`config.mk`:
```
export PLATFORM = sky130hd
export DESIGN_NAME = ofm_wr_sched_flat
export DESIGN_NICKNAME = d
export VERILOG_FILES = /design/src/rtl/ofm_wr_sched_if.sv /design/src/rtl/ofm_wr_sched.sv /design/src/flat_wrapper.sv
export SDC_FILE = /design/constraint.sdc
export NUM_CORES = 1
export LEC_CHECK = 0
export CORE_MARGIN = 1
export CORE_UTILIZATION = 50
export DETAILED_ROUTE_END_ITERATION = 12
export PLACE_DENSITY = 0.78
export SYNTH_ARGS = -nofsm -noshare
export SYNTH_HDL_FRONTEND = slang
export SYNTH_SLANG_ARGS = --single-unit
```
`constraint.sdc`:
```
create_clock -name clk -period 2.4 [get_ports clk]
set_input_delay 0.24 -clock clk [delete_from_list [all_inputs] [get_ports clk]]
set_output_delay 0.24 -clock clk [all_outputs]
set_load 0.05 [all_outputs]
```
`src/rtl/ofm_wr_sched_if.sv`:
```
// Handshake bundle between the OFM write scheduler, the layer sequencer,
// the ping-pong buffer and the AXI OFM writer.
interface ofm_wr_sched_if #(
  parameter int AXI_ADDR_W = 32,
  parameter int CNT_W      = 16
);
  logic                  cfg_start;
  logic [AXI_ADDR_W-1:0] cfg_ofm_base;
  logic [CNT_W-1:0]      cfg_num_bursts;
  logic [1:0]            bank_full;
  logic [1:0]            bank_release;
  logic                  wr_start;
  logic [AXI_ADDR_W-1:0] wr_base_addr;
  logic                  wr_bank_sel;
  logic                  wr_done;
  logic                  busy;
  logic                  layer_done;
  logic                  cfg_err;

  // scheduler side
  modport slave (
    input  cfg_start, cfg_ofm_base, cfg_num_bursts, bank_full, wr_done,
    output bank_release, wr_start, wr_base_addr, wr_bank_sel, busy, layer_done, cfg_err
  );

  // environment side (sequencer, buffer, writer)
  modport master (
    output cfg_start, cfg_ofm_base, cfg_num_bursts, bank_full, wr_done,
    input  bank_release, wr_start, wr_base_addr, wr_bank_sel, busy, layer_done, cfg_err
  );
endinterface

```
`src/rtl/ofm_wr_sched.sv`:
```
// OFM write-back burst scheduler: one writer burst per filled ping-pong bank.
// Optional OFM_WR_SCHED_PERF_EN adds saturating stall/busy cycle counters.

`ifdef OFM_WR_SCHED_PERF_EN
module ofm_wr_sched_sat_cnt #(
  parameter int W = 32
) (
  input  logic         clk,
  input  logic         rst_n,
  input  logic         clr,
  input  logic         inc,
  output logic [W-1:0] cnt
);
  always_ff @(posedge clk or negedge rst_n) begin
    if (!rst_n)                   cnt <= '0;
    else if (clr)                 cnt <= '0;
    else if (inc && (cnt != '1))  cnt <= cnt + 1'b1;
  end
endmodule
`endif

module ofm_wr_sched #(
  parameter int AXI_ADDR_W = 32,
  parameter int AXI_DATA_W = 128,
  parameter int BURST_LEN  = 128,
  parameter int CNT_W      = 16
) (
  input  logic        clk,
  input  logic        rst_n,
`ifdef OFM_WR_SCHED_PERF_EN
  output logic [31:0] perf_stall_cycles,
  output logic [31:0] perf_busy_cycles,
`endif
  ofm_wr_sched_if.slave bus
);

  localparam int BURST_BYTES = BURST_LEN * AXI_DATA_W / 8;
  localparam int OFS_W       = $clog2(BURST_BYTES);
  localparam logic [AXI_ADDR_W-1:0] BURST_INC = AXI_ADDR_W'(BURST_BYTES);

  typedef enum logic [2:0] {
    IDLE, WAIT_BANK, ISSUE, WAIT_DONE, RELEASE, FINISH
  } state_t;

  typedef struct packed {
    logic [AXI_ADDR_W-1:0] cur_addr;
    logic [CNT_W-1:0]      left;
    logic                  bank_ptr;
  } ctx_t;

  state_t state;
  ctx_t   ctx;

  logic cfg_aligned;
  logic cfg_accept;

  // A burst-aligned base keeps every burst inside one 4 KB page.
  assign cfg_aligned = (bus.cfg_ofm_base[OFS_W-1:0] == '0);
  assign cfg_accept  = (state == IDLE) && bus.cfg_start && cfg_aligned;

  always_ff @(posedge clk or negedge rst_n) begin
    if (!rst_n) begin
      state             <= IDLE;
      ctx               <= '0;
      bus.wr_start      <= 1'b0;
      bus.wr_base_addr  <= '0;
      bus.wr_bank_sel   <= 1'b0;
      bus.bank_release  <= '0;
      bus.busy          <= 1'b0;
      bus.layer_done    <= 1'b0;
      bus.cfg_err       <= 1'b0;
    end else begin
      bus.wr_start     <= 1'b0;
      bus.bank_release <= '0;
      bus.layer_done   <= 1'b0;
      bus.cfg_err      <= 1'b0;
      case (state)
        IDLE: begin
          if (bus.cfg_start && !cfg_aligned) begin
            bus.cfg_err <= 1'b1;
          end else if (cfg_accept) begin
            bus.busy <= 1'b1;
            if (bus.cfg_num_bursts == '0) begin
              state          <= FINISH;
              bus.layer_done <= 1'b1;
            end else begin
              state <= WAIT_BANK;
              ctx   <= '{cur_addr: bus.cfg_ofm_base,
                         left:     bus.cfg_num_bursts,
                         bank_ptr: 1'b0};
            end
          end
        end
        WAIT_BANK: begin
          // only the bank in turn matters; banks strictly alternate
          if (bus.bank_full[ctx.bank_ptr]) begin
            state            <= ISSUE;
            bus.wr_start     <= 1'b1;
            bus.wr_base_addr <= ctx.cur_addr;
            bus.wr_bank_sel  <= ctx.bank_ptr;
          end
        end
        ISSUE: begin
          state <= WAIT_DONE;
        end
        WAIT_DONE: begin
          if (bus.wr_done) begin
            state            <= RELEASE;
            bus.bank_release <= ctx.bank_ptr ? 2'b10 : 2'b01;
          end
        end
        RELEASE: begin
          ctx.cur_addr <= ctx.cur_addr + BURST_INC;
          ctx.left     <= ctx.left - 1'b1;
          ctx.bank_ptr <= ~ctx.bank_ptr;
          if (ctx.left == CNT_W'(1)) begin
            state          <= FINISH;
            bus.layer_done <= 1'b1;
          end else begin
            state <= WAIT_BANK;
          end
        end
        FINISH: begin
          state    <= IDLE;
          bus.busy <= 1'b0;
        end
        default: begin
          state    <= IDLE;
          bus.busy <= 1'b0;
        end
      endcase
    end
  end

`ifdef OFM_WR_SCHED_PERF_EN
  // [0] stall cycles (WAIT_BANK), [1] busy cycles
  logic [1:0]       perf_inc;
  logic [1:0][31:0] perf_cnt;

  assign perf_inc = {bus.busy, (state == WAIT_BANK)};

  for (genvar g = 0; g < 2; g++) begin : g_perf
    ofm_wr_sched_sat_cnt #(.W(32)) u_cnt (
      .clk   (clk),
      .rst_n (rst_n),
      .clr   (cfg_accept),
      .inc   (perf_inc[g]),
      .cnt   (perf_cnt[g])
    );
  end

  assign perf_stall_cycles = perf_cnt[0];
  assign perf_busy_cycles  = perf_cnt[1];
`endif

endmodule
```
`src/flat_wrapper.sv`:
```
// flat-port wrapper written by rule: the top's interface ports become plain ports
module ofm_wr_sched_flat 
#(
  parameter int AXI_ADDR_W = 32,
  parameter int AXI_DATA_W = 128,
  parameter int BURST_LEN  = 128,
  parameter int CNT_W      = 16
)
  (clk, rst_n, bus_cfg_start, bus_cfg_ofm_base, bus_cfg_num_bursts, bus_bank_full, bus_wr_done, bus_bank_release, bus_wr_start, bus_wr_base_addr, bus_wr_bank_sel, bus_busy, bus_layer_done, bus_cfg_err);
  ofm_wr_sched_if #(.AXI_ADDR_W(AXI_ADDR_W), .CNT_W(CNT_W)) bus_i ();
  input  logic clk;
  input  logic rst_n;
  input wire logic [$bits(bus_i.cfg_start)-1:0] bus_cfg_start;
  input wire logic [$bits(bus_i.cfg_ofm_base)-1:0] bus_cfg_ofm_base;
  input wire logic [$bits(bus_i.cfg_num_bursts)-1:0] bus_cfg_num_bursts;
  input wire logic [$bits(bus_i.bank_full)-1:0] bus_bank_full;
  input wire logic [$bits(bus_i.wr_done)-1:0] bus_wr_done;
  output wire logic [$bits(bus_i.bank_release)-1:0] bus_bank_release;
  output wire logic [$bits(bus_i.wr_start)-1:0] bus_wr_start;
  output wire logic [$bits(bus_i.wr_base_addr)-1:0] bus_wr_base_addr;
  output wire logic [$bits(bus_i.wr_bank_sel)-1:0] bus_wr_bank_sel;
  output wire logic [$bits(bus_i.busy)-1:0] bus_busy;
  output wire logic [$bits(bus_i.layer_done)-1:0] bus_layer_done;
  output wire logic [$bits(bus_i.cfg_err)-1:0] bus_cfg_err;
  assign bus_i.cfg_start = bus_cfg_start;
  assign bus_i.cfg_ofm_base = bus_cfg_ofm_base;
  assign bus_i.cfg_num_bursts = bus_cfg_num_bursts;
  assign bus_i.bank_full = bus_bank_full;
  assign bus_i.wr_done = bus_wr_done;
  assign bus_bank_release = bus_i.bank_release;
  assign bus_wr_start = bus_i.wr_start;
  assign bus_wr_base_addr = bus_i.wr_base_addr;
  assign bus_wr_bank_sel = bus_i.wr_bank_sel;
  assign bus_busy = bus_i.busy;
  assign bus_layer_done = bus_i.layer_done;
  assign bus_cfg_err = bus_i.cfg_err;
  ofm_wr_sched #(.AXI_ADDR_W(AXI_ADDR_W), .AXI_DATA_W(AXI_DATA_W), .BURST_LEN(BURST_LEN), .CNT_W(CNT_W)) u_core (.clk(clk), .rst_n(rst_n), .bus(bus_i));
endmodule
```
### Yosys cells after proc, flatten, opt, wreduce, memory -nomap -nowiden

Index checks and enable logic that the tools add are counted.

| cells by class | value |
|---|---|
| $add $sub $neg | 2 |
| magnitude comparators | 1 |
| equal/unequal tests | 10 |
| multiplexer cells | 28 |
| bitwise logic cells | 2 |
| reductions and logical operators | 13 |

Operator list:

| kind | number |
|---|---|
| $mux W49 | 3 |
| $pmux W49 S2 | 1 |
| $add A32 B12 Y32 const B | 1 |
| $mux W3 | 6 |
| $eq A16 B1 Y1 const B | 1 |
| $logic_not A16 Y1 | 1 |
| $sub A16 B1 Y16 const B | 1 |
| $pmux W3 S5 | 1 |
| $mux W1 | 12 |
| $logic_not A11 Y1 | 1 |
| $reduce_and A4 Y1 | 2 |
| $eq A3 B2 Y1 const B | 2 |
| $mux W2 | 3 |
| $ne A2 B2 Y1 const B | 3 |
| $ne A2 B1 Y1 const B | 2 |
| $pmux W1 S2 | 2 |
| $reduce_or A4 Y1 | 1 |
| $eq A3 B1 Y1 const B | 1 |
| $eq A3 B3 Y1 const B | 1 |
| $logic_and A1 B1 Y1 | 3 |
| $logic_not A3 Y1 | 1 |
| $reduce_and A3 Y1 | 1 |
| $lt A1 B2 Y1 const B | 1 |
| $not A1 Y1 | 2 |
| other kinds (3) | 3 |

| word-level totals | value |
|---|---|
| bits in registers | 91 |
| logic and storage cells | 67 |

### Depth between registers and ports, before layout

| logic depth | value |
|---|---|
| word-level depth | 6 |
| gate-level depth with buffers | 8 |
| mapped depth without buffers | 7 |

### Worst setup path before layout

Ideal clock, no wire load.

| path | value |
|---|---|
| path type | register -> register |
| start point | register u_core.ctx[8] (netlist bit) |
| end point | register u_core.ctx[15] (netlist bit) |
| arrival time | 2.000 ns |
| required time | 2.277 ns |
| setup slack | 0.277 ns |
| cell stages (with the launch flop) | 7 |
| clock period less this slack | 2.123 ns |
| cell sequence | dfrtp_1 > buf_6 > or4_4 > or3_4 > or3_4 > o32ai_2 > nor2_1 |

| on the way | value |
|---|---|
| cells in the longest elaborated chain, start to end | 2 |

RTL lines:

| element | line | RTL |
|---|---|---|
| start, declared | ofm_wr_sched.sv:52 | `ctx_t ctx;` |
| start signal, assigned | ofm_wr_sched.sv:88 | `ctx <= '{cur_addr: bus.cfg_ofm_base,` |
| $sub A16 B1 Y16 | ofm_wr_sched.sv:114 | `ctx.left <= ctx.left - 1'b1;` |
| $pmux W49 S2 | ofm_wr_sched.sv:77 | `case (state)` |

Every way passes these cells.
A chain may end at the register's enable or synchronous reset.

### Worst setup path after layout

Ends and elaborated chain as after synthesis.

==> results.cfg <==
[outcome]
status = finished, final reports clean

[grt]
wire_length_of_the_first_global_routing_pass_mm = 19.2
track_usage_pct = 27.5
globalRoute.totalOverflow = 0
via_count_of_the_first_global_routing_pass = 3898
grt_antenna_before_repair = 0
pin_count_of_the_biggest_net_entering_global_routing = 45

[yosys]
yosys.cell_types.count = 47
seq_area_frac_synth_pct = 51.2
asyncSetResetFlopFracSynth_pct = 100
synth_area_leaders = sky130_fd_sc_hd__dfrtp_1, sky130_fd_sc_hd__mux2_2, sky130_fd_sc_hd__nand2_1
yosys_most_used_dff = sky130_fd_sc_hd__dfrtp_1
gate_count_post_synth = 446
syn_avg_cell_area_sq_um = 9.98
synth.ff_latch_count = 91
yosysWarnings = 0
synth_fp_nets = 503
synth_largest_area_cell = sky130_fd_sc_hd__dfrtp_1
synthDominantCellAreaShare_pct = 51.2
synthesis.area_sq_um = 4450
synth-edff-count = 0

[sta]
timing.final.max_slew_violations = 0
worst-slew-pin-transition_ns = 0.583
fin_ws_ns = 0.212
rsz0062_at_grt = no
setup_violations = 0
timing_hold_violations_final = 0
max_freq_ghz = 0.457
finalCritPeriodShare_pct = 91.2
finalHoldWorstSlack_ns = 0.404
totalNegativeSetupSlack_ns = 0
final.setup_skew_ns = 0.0132
layout_min_cycle_time_ns = 2.19
slew-limit-headroom_pct = 61.1

[clock_tree]
clkLatencyLatePin_ns = 0.36
clock_tree.root_cell = sky130_fd_sc_hd__clkbuf_8
ctsHoldBuffers = 1
clk_pin_slew_ns = 0.09
htree_levels = 3
post_cts_setup_buffers = 0
max-clock-path-buffers = 2
numCtsBuffers = 9
tritoncts_num_sinks = 91
cts_resized = 0
clock_tree_from_tritoncts = done

[power_and_ir_drop]
static-leakage-power_nw = 2.43
power_density_nw_per_um2 = 1070
p_clk_share_pct = 17.1
seq_pwr_share_pct = 38.8
pwr-share-comb_pct = 44.1
vdd_drop_max_v = 0.000643
switching_share_pct = 42.7
p_switching_mw = 2.66
cell_internal_pwr_mw = 3.57

[setup_path]
timing.critical_path.from_type = flop
cp_data_arrival_time_ns = 2.44
timing.reg2reg.setup_slack_ns = 0.21
setup.worst_path.end_class = flop
cp.required_ns = 2.66
worstPathMaxFanout = 7
worst_r2r_path_depth = 5
crit_type = reg2reg
rr_startpoint = u_core.ctx[8]
timing.rr.end = u_core.ctx[15]

[worst_hold_path]
hp-class = in2async

[finish]
num_antenna_cells = 0
post_layout_util_pct = 67.2
area_delta_synth_final_pct = 31.0
finalNetCount = 605
final_layout_size_suffix_gt1_share_pct = 16.1
layout.cell_area.non_filler_sq_um = 5830

[detailed_routing]
drtIter0Drc = 250
wl_mm = 11.8
ant_nets = 0
dr.pass1.iters = 4
detailroute.via_count = 3958
wl_per_cell_um = 18.0
viasPerCell = 6.00
drc_errors = 0

[place]
dp_worst_setup_slack_ns = -0.0298
port_buffers = 92
routabilityCongestion = 0.888
place_area_sq_um = 5620
detailed_place_hpwl_mm = 8.42

[die]
initial_util_pct = 51.3
floorplan.io_pins = 93
chipHeight_um = 96.3
core_area_sq_um = 8680
chipWidth_um = 96.3
core.rowCount = 34
dieArea_sq_um = 9280

[flow_run]
drv.max_cap_violation_count = 0
sequential cells by signal (all words and copies together), names as in the netlist:
name,count
u_core.bus.wr_start,1
u_core.bus.busy,1
u_core.bus.wr_bank_sel,1
u_core.bus.bank_release,2
u_core.bus.cfg_err,1
u_core.state,3
u_core.ctx,49
u_core.bus.wr_base_addr,32
u_core.bus.layer_done,1
synth_stat cells, types with 2 or more instances:
cell type	instances
sky130_fd_sc_hd__a211oi_1	5
sky130_fd_sc_hd__a21oi_1	28
sky130_fd_sc_hd__a311oi_1	4
sky130_fd_sc_hd__a31oi_1	3
sky130_fd_sc_hd__a41oi_1	2
sky130_fd_sc_hd__and2_1	15
sky130_fd_sc_hd__and3_1	10
sky130_fd_sc_hd__and4_1	5
sky130_fd_sc_hd__buf_2	3
sky130_fd_sc_hd__clkbuf_1	20
sky130_fd_sc_hd__dfrtp_1	91
sky130_fd_sc_hd__ha_1	3
sky130_fd_sc_hd__inv_1	12
sky130_fd_sc_hd__mux2_2	34
sky130_fd_sc_hd__mux2i_1	4
sky130_fd_sc_hd__nand2_1	41
sky130_fd_sc_hd__nand3_1	20
sky130_fd_sc_hd__nand4_1	11
sky130_fd_sc_hd__nor2_1	37
sky130_fd_sc_hd__nor3_1	18
sky130_fd_sc_hd__nor3b_1	2
sky130_fd_sc_hd__nor4_1	11
sky130_fd_sc_hd__o211ai_1	2
sky130_fd_sc_hd__o21a_1	2
sky130_fd_sc_hd__o21ai_0	22
sky130_fd_sc_hd__o221a_2	6
sky130_fd_sc_hd__o22ai_1	9
sky130_fd_sc_hd__o31ai_1	3
sky130_fd_sc_hd__o32ai_1	3
sky130_fd_sc_hd__or2_2	2
sky130_fd_sc_hd__or3_4	2
through the flow:
stage / instances / total power [mW]
floorplan: 446 / 4.16
global placement: 644 / 5.06
detailed placement: 644 / 5.17
CTS: 660 / 6.24
global route: 660 / 6.60
finish: 660 / 6.23
placed cells by master, fill, tap and decap left out, types with 3 or more instances in the layout:
cell                              instances
sky130_fd_sc_hd__clkbuf_8                 9
sky130_fd_sc_hd__dfrtp_1                 91
sky130_fd_sc_hd__o32ai_1                  3
sky130_fd_sc_hd__nand3_1                 20
sky130_fd_sc_hd__ha_1                     3
sky130_fd_sc_hd__nor4_1                  11
sky130_fd_sc_hd__and2_1                  15
sky130_fd_sc_hd__buf_12                   3
sky130_fd_sc_hd__o221a_2                  6
sky130_fd_sc_hd__o21ai_0                 22
sky130_fd_sc_hd__and3_1                  10
sky130_fd_sc_hd__mux2i_1                  4
sky130_fd_sc_hd__nand2_1                 41
sky130_fd_sc_hd__buf_4                   20
sky130_fd_sc_hd__inv_1                   12
sky130_fd_sc_hd__nor3_1                  18
sky130_fd_sc_hd__a211oi_1                 5
sky130_fd_sc_hd__mux2_2                  34
sky130_fd_sc_hd__a311oi_1                 4
sky130_fd_sc_hd__nand4_1                 11
sky130_fd_sc_hd__inv_6                    3
sky130_fd_sc_hd__and4_1                   5
sky130_fd_sc_hd__a31oi_1                  3
sky130_fd_sc_hd__o22ai_1                  9
sky130_fd_sc_hd__nor2_1                  37
sky130_fd_sc_hd__a21oi_1                 28
sky130_fd_sc_hd__clkdlybuf4s50_1         91
layout make-up:
cell class / count / area (sq um)
Multi-Input combinational cell: 319 / 2050
Clock buffer: 9 / 124
Fill cell: 702 / 2850
Tap cell: 108 / 135
Sequential cell: 91 / 2280
Clock inverter: 6 / 72.6
Inverter: 12 / 45.0
Timing Repair Buffer: 115 / 1130
worst max-delay path, cell delays in order, from the launching register on:
cell and delay, ns:
sky130_fd_sc_hd__dfrtp_1 0.47, sky130_fd_sc_hd__or4_4 0.59, sky130_fd_sc_hd__or3_4 0.37, sky130_fd_sc_hd__or3_4 0.40
sky130_fd_sc_hd__o32ai_2 0.19, sky130_fd_sc_hd__nor2_1 0.06
routing by layer:
metal | global-route usage (%) | routed length (um)
met1 | 38.5 | 5110
met2 | 43.1 | 5740
met3 | 3.40 | 679
met4 | 12.1 | 324
met5 | 0 | 0
power groups by stage:
| stage | registers [mW] | clock network [mW] | logic, mW |
|---|---|---|---|
| final | 2.42 | 1.07 | 2.75 |
| after global routing | 2.48 | 1.15 | 2.97 |
| after CTS | 2.41 | 1.08 | 2.75 |
| after detailed placement | 2.43 | 0 | 2.74 |
| after global placement | 2.40 | 0 | 2.65 |
| after floorplan | 2.90 | 0 | 1.26 |
cell families (layout without fill, tap and decap cells):
kind of cell,count (synthesis),after routing,share of synthesized area (%)
DFF,91,91,51.2
and+or+nand+nor,182,182,21.1
muxes,38,38,9.50
adders and majority gates,3,3,0.843
AOI/OAI and AO/OA,96,96,14.1
buffers and inverters,36,142,3.29
how the worst max path moves through the flow:
stage | startpoint | endpoint | slack [ns] | cells past startpoint
after floorplan | u_core.ctx[8] | u_core.ctx[15] | 0.28 | 6
after global placement | bus_cfg_ofm_base[3] | u_core.ctx[10] | 0.07 | 7
after detailed placement | bus_cfg_ofm_base[3] | u_core.ctx[39] | -0.03 | 7
after CTS | u_core.ctx[8] | u_core.ctx[15] | 0.21 | 5
after global routing | u_core.ctx[8] | u_core.ctx[16] | 0.1 | 5
final | u_core.ctx[8] | u_core.ctx[15] | 0.21 | 5
No activity file was read; power rests on OpenSTA's default activity.
==> RTL change 1, RTL diff (config.mk and constraints unchanged) <==
`AXI_DATA_W` is set to 128 in 2 places; all go to 64.
--- a/src/rtl/ofm_wr_sched.sv
+++ b/src/rtl/ofm_wr_sched.sv
@@ -21,7 +21,7 @@
 
 module ofm_wr_sched #(
   parameter int AXI_ADDR_W = 32,
-  parameter int AXI_DATA_W = 128,
+  parameter int AXI_DATA_W = 64,
   parameter int BURST_LEN  = 128,
   parameter int CNT_W      = 16
 ) (
--- a/src/flat_wrapper.sv
+++ b/src/flat_wrapper.sv
@@ -2,7 +2,7 @@
 module ofm_wr_sched_flat 
 #(
   parameter int AXI_ADDR_W = 32,
-  parameter int AXI_DATA_W = 128,
+  parameter int AXI_DATA_W = 64,
   parameter int BURST_LEN  = 128,
   parameter int CNT_W      = 16
 )
Formal check against the unedited RTL: not equivalent (Yosys sat finds a counterexample within 4 cycles, from zero or initial values and one cycle with rst_n low).
==> RTL change 1 against the original RTL <==
- synthesized area decreased by 1.8%
- final area decreased by 1.2%
- sequential power decreased by 7%
- via count increased by 3.2%
- die area decreased by 1.8%
- sequential share of layout area increased by 0.46 points
- combinational power decreased by 15%
- power decreased by 7.8%
- setup slack got worse by 0.043 ns
- routed wire length decreased by 4.0%
- count of clock-buffer cells in the layout increased by 1
- sequential cell count unchanged
- critical path type unchanged
- largest cell class unchanged
- highest routed layer unchanged
==> RTL change 1: results (changes against the original RTL) <==
setup_path:
  startpoint: "u_core.ctx[5]"
  cpPeakStageDelay_ns: 0.52  # -0.07 ns
  critical_path_arrival_ns: 2.47  # +0.03 ns
  r2r_end: "u_core.state[2]"
sta:
  worstMarginPinSlew_ns: 0.6243  # +0.04098 ns
  clock_skew_ns: 0.008491  # -0.004697 ns
run_status:
  outcome: "finished clean"
yosys:
  syn_avg_cell_area_um2: 8.776  # -12%
  yosysSeqAreaShare_pct: 52.10  # +0.94 points
  synthMuxAreaShare_pct: 0.6871  # -8.8 points
  synth_fa_ha_area_share_pct: 0.8589  # +0.015 points
  synth_area_leaders: "dfrtp_1 52%, nand2_1 10%, nor2_1 3.7%"
grt:
  grt_first_pass_wirelength_um: 19490  # +1.4%
  grt_util_met1_pct: 35.89  # -2.6 points
  grt_pass1_vias: 4187  # +7.4%
  grt_use_met3_pct: 3.907  # +0.51 points
  grtUsageTotal_pct: 27.84  # +0.31 points
place:
  placed_cell_area_um2: 5530  # -1.7%
drt:
  drtPass1Iterations: 6  # +2
  drt_iter0_drc: 166  # -34%
  route.met3.wl_um: 671  # -1.2%
  dr_wl_met2_um: 5510  # -4.0%
  wl_per_cell_um: 15.99  # -11%
pwr:
  p_clk_share_pct: 20.3  # +3.2 points
  p_leak_nw: 2.583  # +6.2%
  vdd_drop_max_mv: 0.4510  # -30%
RTL change 1: cell count changes in the layout (fill, tap and decap cells not counted), sizes merged, moves of 4 or more:
| cell | before | now |
|---|---|---|
| nand2 | 41 | 121 |
| mux2 | 34 | 0 |
| nor3 | 18 | 29 |
| nor2 | 37 | 43 |
| a21oi | 28 | 23 |
| buf | 23 | 28 |
| inv | 15 | 10 |
| o221a | 6 | 1 |
| and2 | 16 | 12 |
| and3 | 10 | 6 |
| o21ai | 22 | 26 |
| or3 | 2 | 6 |
RTL change 1: area by class of cell:
| class | instances | area (um2) |
|---|---|---|
| Fill cell | 681 | 2577 |
| Sequential cell | 91 | 2277 |
| Multi-Input combinational cell | 371 | 1942 |
| Timing Repair Buffer | 120 | 1156 |
| Clock buffer | 10 | 137.6 |
| Tap cell | 105 | 131.4 |
| Clock inverter | 5 | 85.08 |
| Inverter | 9 | 33.78 |
==> RTL change 2, RTL diff (config.mk and constraints unchanged) <==
Without the edit above. Encoding of `state_t`: now one-hot (6 bits for 6 states).
--- a/src/rtl/ofm_wr_sched.sv
+++ b/src/rtl/ofm_wr_sched.sv
@@ -38,8 +38,8 @@
   localparam int OFS_W       = $clog2(BURST_BYTES);
   localparam logic [AXI_ADDR_W-1:0] BURST_INC = AXI_ADDR_W'(BURST_BYTES);
 
-  typedef enum logic [2:0] {
-    IDLE, WAIT_BANK, ISSUE, WAIT_DONE, RELEASE, FINISH
+  typedef enum logic [5:0] {
+    IDLE = 6'b000001, WAIT_BANK = 6'b000010, ISSUE = 6'b000100, WAIT_DONE = 6'b001000, RELEASE = 6'b010000, FINISH = 6'b100000
   } state_t;
 
   typedef struct packed {
Function: same outputs for any inputs over 10 cycles, from zero or initial values and one cycle with rst_n low; not proved beyond that.
==> RTL change 2 against the original RTL <==
- setup slack worse by 0.033 ns
- sequential cell count increased by 3
- non-clock buffer count decreased by 1
- synthesized area is 1.2% lower
- via count fell by 4.9%
- first-iteration DRC count shrank 18%
- routed wire length fell by 9.4%
- count of clock-buffer cells in the layout stayed put
- final area down 1.3%
- critical path type unchanged
- largest cell class unchanged
Power is not compared: it rests on default switching activity, and its combinational part moved more than twofold at a synthesized area within 25%.
==> RTL change 2: results (changes against the original RTL) <==
setup_path:
  cp_max_fo: 8  # +1
  critical_path_arrival_ns: 2.50  # +0.06 ns
  r2r-start: "u_core.state[4]"
  r2r_setup_slack_ns: 0.18  # -0.03 ns
  crit_end: "u_core.ctx[43]"
drt:
  route.met3.wl_um: 526  # -23%
  drt-met1-wl_um: 4658  # -8.8%
  wl_per_cell_um: 17.04  # -5.0%
  dr_wl_met2_um: 5331  # -7.1%
  drt_iter0_drc: 205  # -18%
  drtPass1Iterations: 5  # +1
  viasPerCell: 5.978  # -0.32%
yosys:
  syn_nets: 471  # -6.4%
  ys_types: 50  # +6.4%
  yosysSeqAreaShare_pct: 53.54  # +2.4 points
  synth_area_leaders: "dfrtp_1 53%, mux2_2 7.7%, nor3_1 3.0%"
  yosys-top-cells-count: "93 x dfrtp_1, 32 x nor2_1, 30 x mux2_2, 26 x nor3_1, 23 x nand2_1"
sta:
  clock_skew_ns: 0.01456  # +0.001373 ns
  relSlewSlack_pct: 59.28  # -1.8 points
final_layout:
  final_cell_area_um2: 5753  # -1.3%
  final_net_count: 577  # -4.6%
  drive_gt1_share_pct: 16.00  # -0.12 points
  fillers: 640  # -8.8%
grt:
  grt_first_pass_wirelength_um: 17850  # -7.1%
  grt_max_degree: 47  # +4.4%
  grt_pass1_vias: 3732  # -4.3%
  grtUsageTotal_pct: 25.61  # -1.9 points
place:
  globalplace.congestion: 0.9080  # +2.3%
  dpl.hpwl_um: 7750  # -8.0%
run_status:
  outcome: "finished clean"
clocking:
  post_cts_buffers: 0  # unchanged
  clkTransAtPathRegs_ns: 0.11  # +0.02 ns
## RTL change 2: cell type report
| cell class | count | share of cell area, % |
|---|---|---|
| clock buffers | 9 | 2.153 |
| clock inverters | 7 | 1.066 |
| inverters | 11 | 0.7177 |
| multi-input cells | 290 | 33.34 |
| flip-flops and latches | 94 | 40.91 |
| well taps | 105 | 2.284 |
| repair buffers | 114 | 19.53 |
## RTL change 2: routing by layer
layer	global-route usage, %	up-vias
li1	-	1747
met1	34.15	1859
met2	42.32	136
met3	4.423	24
met4	8.955	0
met5	0	-
## RTL change 2: power by group through the flow
stage / logic [mW] / registers [mW] / clock network (mW)
floorplan: 0.0974 / 1.67 / 0
global route: 0.344 / 1.64 / 1.09
global placement: 0.305 / 1.66 / 0
finish: 0.314 / 1.64 / 1.02
CTS: 0.314 / 1.63 / 1.02
detailed placement: 0.311 / 1.67 / 0
## RTL change 2: kinds of logic after synthesis
group	synth area share, %
AO/OA/AOI/OAI	12.47
XOR/XNOR	0.1993
adder cells (fa/ha/maj)	0.8541
buffers and inverters	2.818
flip-flops	53.54
multiplexers	8.597
AND/OR/NAND/NOR	21.52
## RTL change 2: worst max-delay path, stage by stage, from the launching register on
cell and delay [ns]:
dfrtp_1 0.45, nor3b_2 0.44, nand4_1 0.35, nor3_2 0.50
a311oi_1 0.17, nor3_1 0.21
## RTL change 2: per-stage QoR
| step | hold WS [ns] | instances | setup slack [ns] |
|---|---|---|---|
| after floorplan | -0.05559 | 414 | 0.3755 |
| after global placement | 0.2919 | 613 | 0.07776 |
| after detailed placement | 0.2951 | 613 | 0.02703 |
| after CTS | 0.4422 | 630 | 0.2223 |
| after global routing | 0.4719 | 630 | 0.07961 |
| final | 0.4143 | 630 | 0.1789 |
